### config.mk
export PLATFORM = sky130hd
export DESIGN_NAME = pc_seq_ctr
export DESIGN_NICKNAME = d
export VERILOG_FILES = /design/src/rtl/pc_seq_ctr.sv
export SDC_FILE = /design/constraint.sdc
export NUM_CORES = 1
export LEC_CHECK = 0
export CORE_AREA = 2 2 223 225
export CTS_CLUSTER_DIAMETER = 200
export DETAILED_ROUTE_END_ITERATION = 8
export DIE_AREA = 0 0 225 227
export HOLD_SLACK_MARGIN = 0.03
export SYNTH_ARGS = -nofsm -noshare
export SYNTH_HDL_FRONTEND = slang
export SYNTH_SLANG_ARGS = --single-unit
### constraint.sdc
create_clock -name clk -period 3.5 [get_ports clk]
set_input_delay 0.7 -clock clk [delete_from_list [all_inputs] [get_ports clk]]
set_output_delay 0.7 -clock clk [all_outputs]
set_load 0.02 [all_outputs]
### src/rtl/pc_seq_ctr.sv
`default_nettype none
// +----------------------------------------------------------------------------+
// | pc_seq_ctr : multi-cycle fetch/execute sequencer owning the architectural |
// | PC, with retire pulses, instret counter and halt/fault status.            |
// | Revision   : 1.0                                                           |
// +----------------------------------------------------------------------------+
module pc_seq_ctr #(
    parameter int unsigned     DW       = 64,
    parameter logic [DW-1:0]   RESET_PC = DW'(64'h8000_0000),
    parameter int unsigned     IW       = 32
) (
    input  logic          clk,
    input  logic          rst,
    output logic          if_req_valid_o,
    input  logic          if_req_ready_i,
    output logic [DW-1:0] if_req_addr_o,
    input  logic          if_rsp_valid_i,
    input  logic [IW-1:0] if_rsp_inst_i,
    input  logic          if_rsp_err_i,
    output logic          id_inst_valid_o,
    output logic [IW-1:0] id_inst_o,
    output logic [DW-1:0] id_pc_o,
    input  logic          ex_done_i,
    input  logic          bc_branch_flag_i,
    input  logic [DW-1:0] bc_branch_dnpc_i,
    input  logic          trap_valid_i,
    input  logic [DW-1:0] trap_pc_i,
    input  logic          halt_i,
    output logic          retire_o,
    output logic [DW-1:0] retire_pc_o,
    output logic [63:0]   instret_o,
    output logic          halted_o,
    output logic          fault_o,
    output logic [DW-1:0] fault_pc_o
);

    typedef enum logic [1:0] {
        S_REQ  = 2'd0,
        S_WAIT = 2'd1,
        S_EXEC = 2'd2,
        S_HALT = 2'd3
    } state_t;

    state_t        state_q, state_d;
    logic [DW-1:0] pc_q, pc_d;
    logic [IW-1:0] inst_q, inst_d;
    logic          retire_q, retire_d;
    logic [DW-1:0] retire_pc_q, retire_pc_d;
    logic [63:0]   instret_q, instret_d;
    logic          fault_q, fault_d;
    logic [DW-1:0] fault_pc_q, fault_pc_d;

    logic [DW-1:0] w_next_pc;
    logic          w_misaligned;

    // Trap redirect outranks branch resolution, which outranks sequential flow.
    assign w_next_pc    = trap_valid_i     ? trap_pc_i        :
                          bc_branch_flag_i ? bc_branch_dnpc_i :
                                             pc_q + DW'(4);
    assign w_misaligned = (w_next_pc[1:0] != 2'b00);

    always_ff @(posedge clk) begin
        if (rst) begin
            state_q     <= S_REQ;
            pc_q        <= RESET_PC;
            inst_q      <= '0;
            retire_q    <= 1'b0;
            retire_pc_q <= '0;
            instret_q   <= '0;
            fault_q     <= 1'b0;
            fault_pc_q  <= '0;
        end else begin
            state_q     <= state_d;
            pc_q        <= pc_d;
            inst_q      <= inst_d;
            retire_q    <= retire_d;
            retire_pc_q <= retire_pc_d;
            instret_q   <= instret_d;
            fault_q     <= fault_d;
            fault_pc_q  <= fault_pc_d;
        end
    end

    always_comb begin
        state_d     = state_q;
        pc_d        = pc_q;
        inst_d      = inst_q;
        retire_d    = 1'b0;
        retire_pc_d = retire_pc_q;
        instret_d   = instret_q;
        fault_d     = fault_q;
        fault_pc_d  = fault_pc_q;

        case (state_q)
            S_REQ: begin
                if (if_req_ready_i) begin
                    state_d = S_WAIT;
                end
            end
            S_WAIT: begin
                if (if_rsp_valid_i) begin
                    if (if_rsp_err_i) begin
                        fault_d    = 1'b1;
                        fault_pc_d = pc_q;
                        state_d    = S_HALT;
                    end else begin
                        inst_d  = if_rsp_inst_i;
                        state_d = S_EXEC;
                    end
                end
            end
            S_EXEC: begin
                if (ex_done_i) begin
                    retire_d    = 1'b1;
                    retire_pc_d = pc_q;
                    instret_d   = instret_q + 64'd1;
                    // A misaligned redirect still retires but leaves pc at the culprit.
                    if (w_misaligned) begin
                        fault_d    = 1'b1;
                        fault_pc_d = w_next_pc;
                        state_d    = S_HALT;
                    end else begin
                        pc_d    = w_next_pc;
                        state_d = halt_i ? S_HALT : S_REQ;
                    end
                end
            end
            S_HALT: begin
                state_d = S_HALT;
            end
            default: begin
                state_d = S_REQ;
            end
        endcase
    end

    assign if_req_valid_o  = !rst && (state_q == S_REQ);
    assign if_req_addr_o   = pc_q;
    assign id_inst_valid_o = !rst && (state_q == S_EXEC);
    assign id_inst_o       = inst_q;
    assign id_pc_o         = pc_q;
    assign retire_o        = retire_q;
    assign retire_pc_o     = retire_pc_q;
    assign instret_o       = instret_q;
    assign halted_o        = (state_q == S_HALT);
    assign fault_o         = fault_q;
    assign fault_pc_o      = fault_pc_q;

endmodule
`default_nettype wire

# == After elaboration in Yosys (flattened, before gate mapping) ==
# Cells that the tools add are included.
# classes
addsub,2
eq_ne,8
mux,20
bitwise_logic,3
n_reduce_logical,12
# ops
op,n
64-bit 2-to-1 mux,6
64-bit one-hot mux with 2 select lines,1
64-bit by 1-bit adder with 64-bit output (second input constant),1
64-bit by 3-bit adder with 64-bit output (second input constant),1
2-bit 2-to-1 mux,5
2-bit != test (second input constant),5
3-bit AND reduction,3
2-bit one-hot mux with 4 select lines,1
1-bit 2-to-1 mux,6
5-bit AND reduction,1
2-bit == test (second input constant),2
2-bit nonzero test,2
1-bit NOT,3
2-bit by 1-bit == test with 1-bit output (second input constant),1
1-bit logical AND,2
2-bit zero test,1
1-bit one-hot mux with 2 select lines,1
2-bit AND reduction,1
2-bit OR reduction,1
1-bit zero test,1
# word_totals
ff_bits,292
input_bits,169
wordCells,53

# == Depth between registers and ports, before layout ==
# depth
ltp_word,7
ltp_mapped,11
depth_no_buf,8

# == Least setup slack after synthesis ==
# OpenSTA, ideal clock, no wires.
# synth_path
path_type,input port to flip-flop
from,input bc_branch_flag_i
to,"register fault_pc_q[58], in the netlist fault_pc_o[58]"
setup_time_ps,74
arrival_ps,2509
t_required_ps,3426
path_slack_ps,917
cell_stages,9
cell_sequence,buf_2 mux2_2 mux2i_1 a21oi_1 a21o_1 buf_2 buf_2 a311o_1 a31oi_1
# synth_between
elab_chain_len,5
# synth_lines
element,line_no,source
"start, declared",24,"input logic bc_branch_flag_i,"
64-bit 2-to-1 mux (*),58,bc_branch_flag_i ? bc_branch_dnpc_i :
64-bit 2-to-1 mux (*),57,assign w_next_pc = trap_valid_i ? trap_pc_i :
2-bit nonzero test / 64-bit 2-to-1 mux (equally long branches),"60, 118",
2-bit != test (no source line) / 64-bit 2-to-1 mux (equally long branches),-,
5-bit AND reduction (no source line) / 64-bit one-hot mux with 2 select lines (equally long branches),-,
"end signal, assigned",80,fault_pc_q <= fault_pc_d;
"end, declared",51,"logic [DW-1:0] fault_pc_q, fault_pc_d;"
# Mark *: on every way between the ends. The rest lies on a longest branch, timed or not. The select of a mux whose other input is x is not followed.
# A chain may end at the register's enable or synchronous reset.

# == Final worst setup path ==
# layout_path
from,"register pc_q[3], in the netlist id_pc_o[3]"
to,"register fault_pc_q[56], in the netlist fault_pc_o[56]"
# layout_between
elab_chain_len,6
# layout_lines
element,line_no,source
"start, declared",45,"logic [DW-1:0] pc_q, pc_d;"
"start signal, assigned",74,pc_q <= pc_d;
64-bit by 3-bit adder with 64-bit output,59,pc_q + DW'(4);
64-bit 2-to-1 mux,58,
64-bit 2-to-1 mux,57,
64-bit 2-to-1 mux,118,if (w_misaligned) begin
64-bit 2-to-1 mux,113,if (ex_done_i) begin
64-bit one-hot mux with 2 select lines,94,case (state_q)
# No other way between the ends. The select of a mux whose other input is x is not followed.

==> flow_summary_export.csv <==
group,metric,value,unit
place,pre_cts_ws,0.246,ns
clock_network,root_buffer,"clkbuf_16",
hold_path,worst_hold_path_type,"reg2reg",
critical_path,path_depth,8,
global_route,grt_start_max_net_pins,101,
clock_network,cts.sinks,292,
run_status,status,"complete, no violations",
global_route,first_global_vias,14800,
synthesis,synth_top_area_cell,"dfxtp_1",
clock_network,hold_buffers,0,
sta,min_period,3.15,ns
clock_network,insertion_delay,0.56,ns
sta,slew_viol_final,0,
power_and_ir_drop,pwr-share-clk,0.466,
detailed_routing,firstDrtPassIters,6,
clock_network,cts_tree,"done",
global_route,antenna_found_initial,9,
critical_path,cp.required,3.89,ns
critical_path,cp_num_buf_inv,0,
global_route,grt_first_pass_wirelength,92500,microns
floorplanning,die_h,227,microns
synthesis,yosysSeqAreaShare,0.405,
clock_network,cts_resized,0,
synthesis,synth.top_cell.area_share,0.405,
synthesis,ys.flop_type,"dfxtp_1",
power_and_ir_drop,p_switching,2.12,mW
synthesis,yosysWarnings,0,
detailed_routing,avgRoutedWirePerCell,21.3,microns
sta,slew_headroom,0.287,
place,placed_cells,2880,
global_route,grt_overflow_total,0,
critical_path,end_kind,"flip-flop",
clock_network,htreeDepth,2,
floorplanning,core,48500,sq um
synthesis,synth_edf_count,0,
synthesis,synthCells,1877,
power_and_ir_drop,p_int,6.10,mW
hold_path,holdPathStages,2,
critical_path,cp_max_fo,9,
sta,tightest_slew,1.07,ns
critical_path,start_kind,"flip-flop",
floorplanning,row_count,81,
global_route,track_usage,0.236,
finish,final_nets,2468,
sta,finalHoldViolCount,0,
critical_path,critPathTopFamily,"simple AND/OR/NAND/NOR gates",
sta,fin_crit_sh,0.900,
synthesis,synthMostInstantiatedCell,"nand2_1",
run,maxCapViolCount,0,
finish,drive_above_1_share,0.0737,
sta,setup_ws,0.349,ns
detailed_routing,drt-total-wl,62900,microns
power_and_ir_drop,p_seq_frac,0.417,
critical_path,reg2reg_depth,8,
synthesis,synth.net_count,2048,
critical_path,slowest_stage,"nand4b_1",
sta,setup_viol,0,
synthesis,synthArstFlopShare,0,
critical_path,critical_path_class,"reg2reg",
detailed_routing,ant_nets,0,
synthesis,ys_top_cells_by_count,"330 x nand2_1, 292 x dfxtp_1, 198 x a21oi_1, 197 x nor2_1, 116 x clkbuf_1",
detailed_routing,vias_per_cell,5.33,
sta,fin_setup_tns,0,ns
floorplanning,boundaryPins,526,
critical_path,worstPathArrival,3.54,ns
place,port-buffer-count,525,
sta,max_freq,317,MHz
critical_path,worstPathCellList,"ha_1 > nand3_2 > nand2b_1 > nand4b_1 > nor4_4 > xor2_1 > a222oi_1 > o22ai_1",
clock_network,clk_pin_slew_worst_paths,0.06,ns
power_and_ir_drop,swShare,0.258,
clock_network,post_cts.repair.setup_buffers,0,
power_and_ir_drop,comb_power_share,0.117,
synthesis,synth_cell_types,73,
floorplanning,fp.dieW,225,microns
clock_network,cts_buffer_depth,3,
detailed_routing,drc_errors,0,
synthesis,syn_area_per_cell,7.69,sq um
power_and_ir_drop,leakagePower,7.29,nW
place,gp_congestion,0.836,
sta,skew,0.0242,ns
finish,syn2layout_area_growth,47.1,%
synthesis,synth.area.top_cells,"dfxtp_1 41%, nand2_1 8.6%, a21oi_1 6.9%",
critical_path,slowest_delay,0.56,ns
floorplanning,start_util,0.297,
power_and_ir_drop,ir_drop,0.000254,V
place,dp_hpwl,44800,microns
finish,n_fill_cell,4864,
detailed_routing,dr.first_iter.drc_count,1136,
synthesis,ys_seq_elements,292,
detailed_routing,vias,15700,
power_and_ir_drop,powerDensity,387,nW/um^2
floorplanning,die_area,51100,sq um
synthesis,mappedNetlistArea,14400,sq um
clock_network,numCtsBuffers,37,
finish,post_layout_nonfiller_instances,2947,
sta,rsz0062_at_grt,"no",
==> worst min-delay path: cells and delay by family, from the launching register on <==
kind / cells / cell delay [ns]
flip-flops: 1 / 0.30
AO/OA/AOI/OAI: 1 / 0.05
AND/OR/NAND/NOR: 1 / 0.05
==> layout by cell type (no fill, tap or decap), drive strengths merged, types with 37 or more instances in the layout <==
cell / count
dfxtp: 292
clkbuf: 48
nor2: 197
nand4: 40
and3: 37
a21oi: 198
nand3: 46
buf: 75
nand2: 331
xor2: 55
o21ai: 101
clkdlybuf4s50: 522
nor3: 42
==> area by class of cell <==
class,count,area (sq um),share of cell area
inverters,13,48.8,0.00230
repair buffers,597,5830,0.275
clock inverters,13,148,0.00695
diodes,6,15.0,0.000707
multi-input cells,1356,7530,0.355
flip-flops and latches,292,5850,0.275
well taps,622,778,0.0367
clock buffers,48,1040,0.0490
==> path summary, 6_finish.rpt <==
check                                  start                           to  slack, ns
setup / recovery     id_pc_o[3]$_SDFFE_PP0P_  fault_pc_o[56]$_SDFFE_PP0P_       0.35
hold / removal    fault_pc_o[6]$_SDFFE_PP0P_   fault_pc_o[6]$_SDFFE_PP0P_       0.45
setup reg to reg     id_pc_o[3]$_SDFFE_PP0P_  fault_pc_o[56]$_SDFFE_PP0P_       0.35
hold reg to reg   fault_pc_o[6]$_SDFFE_PP0P_   fault_pc_o[6]$_SDFFE_PP0P_       0.45
==> kinds of logic after synthesis <==
| logic type | after synthesis | synth area share |
|---|---|---|
| muxes | 12 | 0.00867 |
| and+or+nand+nor | 785 | 0.256 |
| adders and majority gates | 2 | 0.00173 |
| xor gates and xnor gates | 87 | 0.0528 |
| DFF | 292 | 0.405 |
| buffers and inverters | 229 | 0.0792 |
| AOI/OAI and AO/OA | 470 | 0.197 |
==> metrics by stage <==
| stage | instance area, sq um | total power, mW | hold WS [ns] | util |
|---|---|---|---|---|
| 2_1_floorplan | 14400 | 3.94 | 0.516 | - |
| 4_1_cts | 21200 | 8.32 | 0.451 | 0.437 |
| 5_1_grt | 21200 | 8.52 | 0.470 | 0.437 |
| 6_report | 21200 | 8.22 | 0.448 | 0.437 |
| 3_3_place_gp | 20000 | 4.45 | 0.442 | 0.413 |
| 3_5_place_dp | 20000 | 4.46 | 0.445 | 0.413 |
==> power groups by stage <==
stage / clock network, mW / logic (mW) / registers [mW]
global route: 4.07 / 1.02 / 3.43
floorplan: 0 / 0.390 / 3.55
global placement: 0 / 0.954 / 3.50
detailed placement: 0 / 0.959 / 3.50
finish: 3.83 / 0.961 / 3.43
CTS: 3.93 / 0.964 / 3.43
==> sequential cells by signal (all words and copies together) (netlist names) <==
| register | count |
|---|---|
| instret_o | 64 |
| retire_pc_o | 64 |
| retire_o | 1 |
| id_inst_o | 32 |
| fault_o | 1 |
| fault_pc_o | 64 |
| id_pc_o | 64 |
| state_q | 2 |
==> routing by layer <==
metal  part of all wire  track usage  vias to the layer above
li1                   -            -                     7370
met1               0.42        0.297                     7521
met2               0.47        0.390                      678
met3              0.072       0.0479                      134
met4              0.036        0.108                        4
met5            0.00056            0                        -
(Power assumes the default switching activity.)
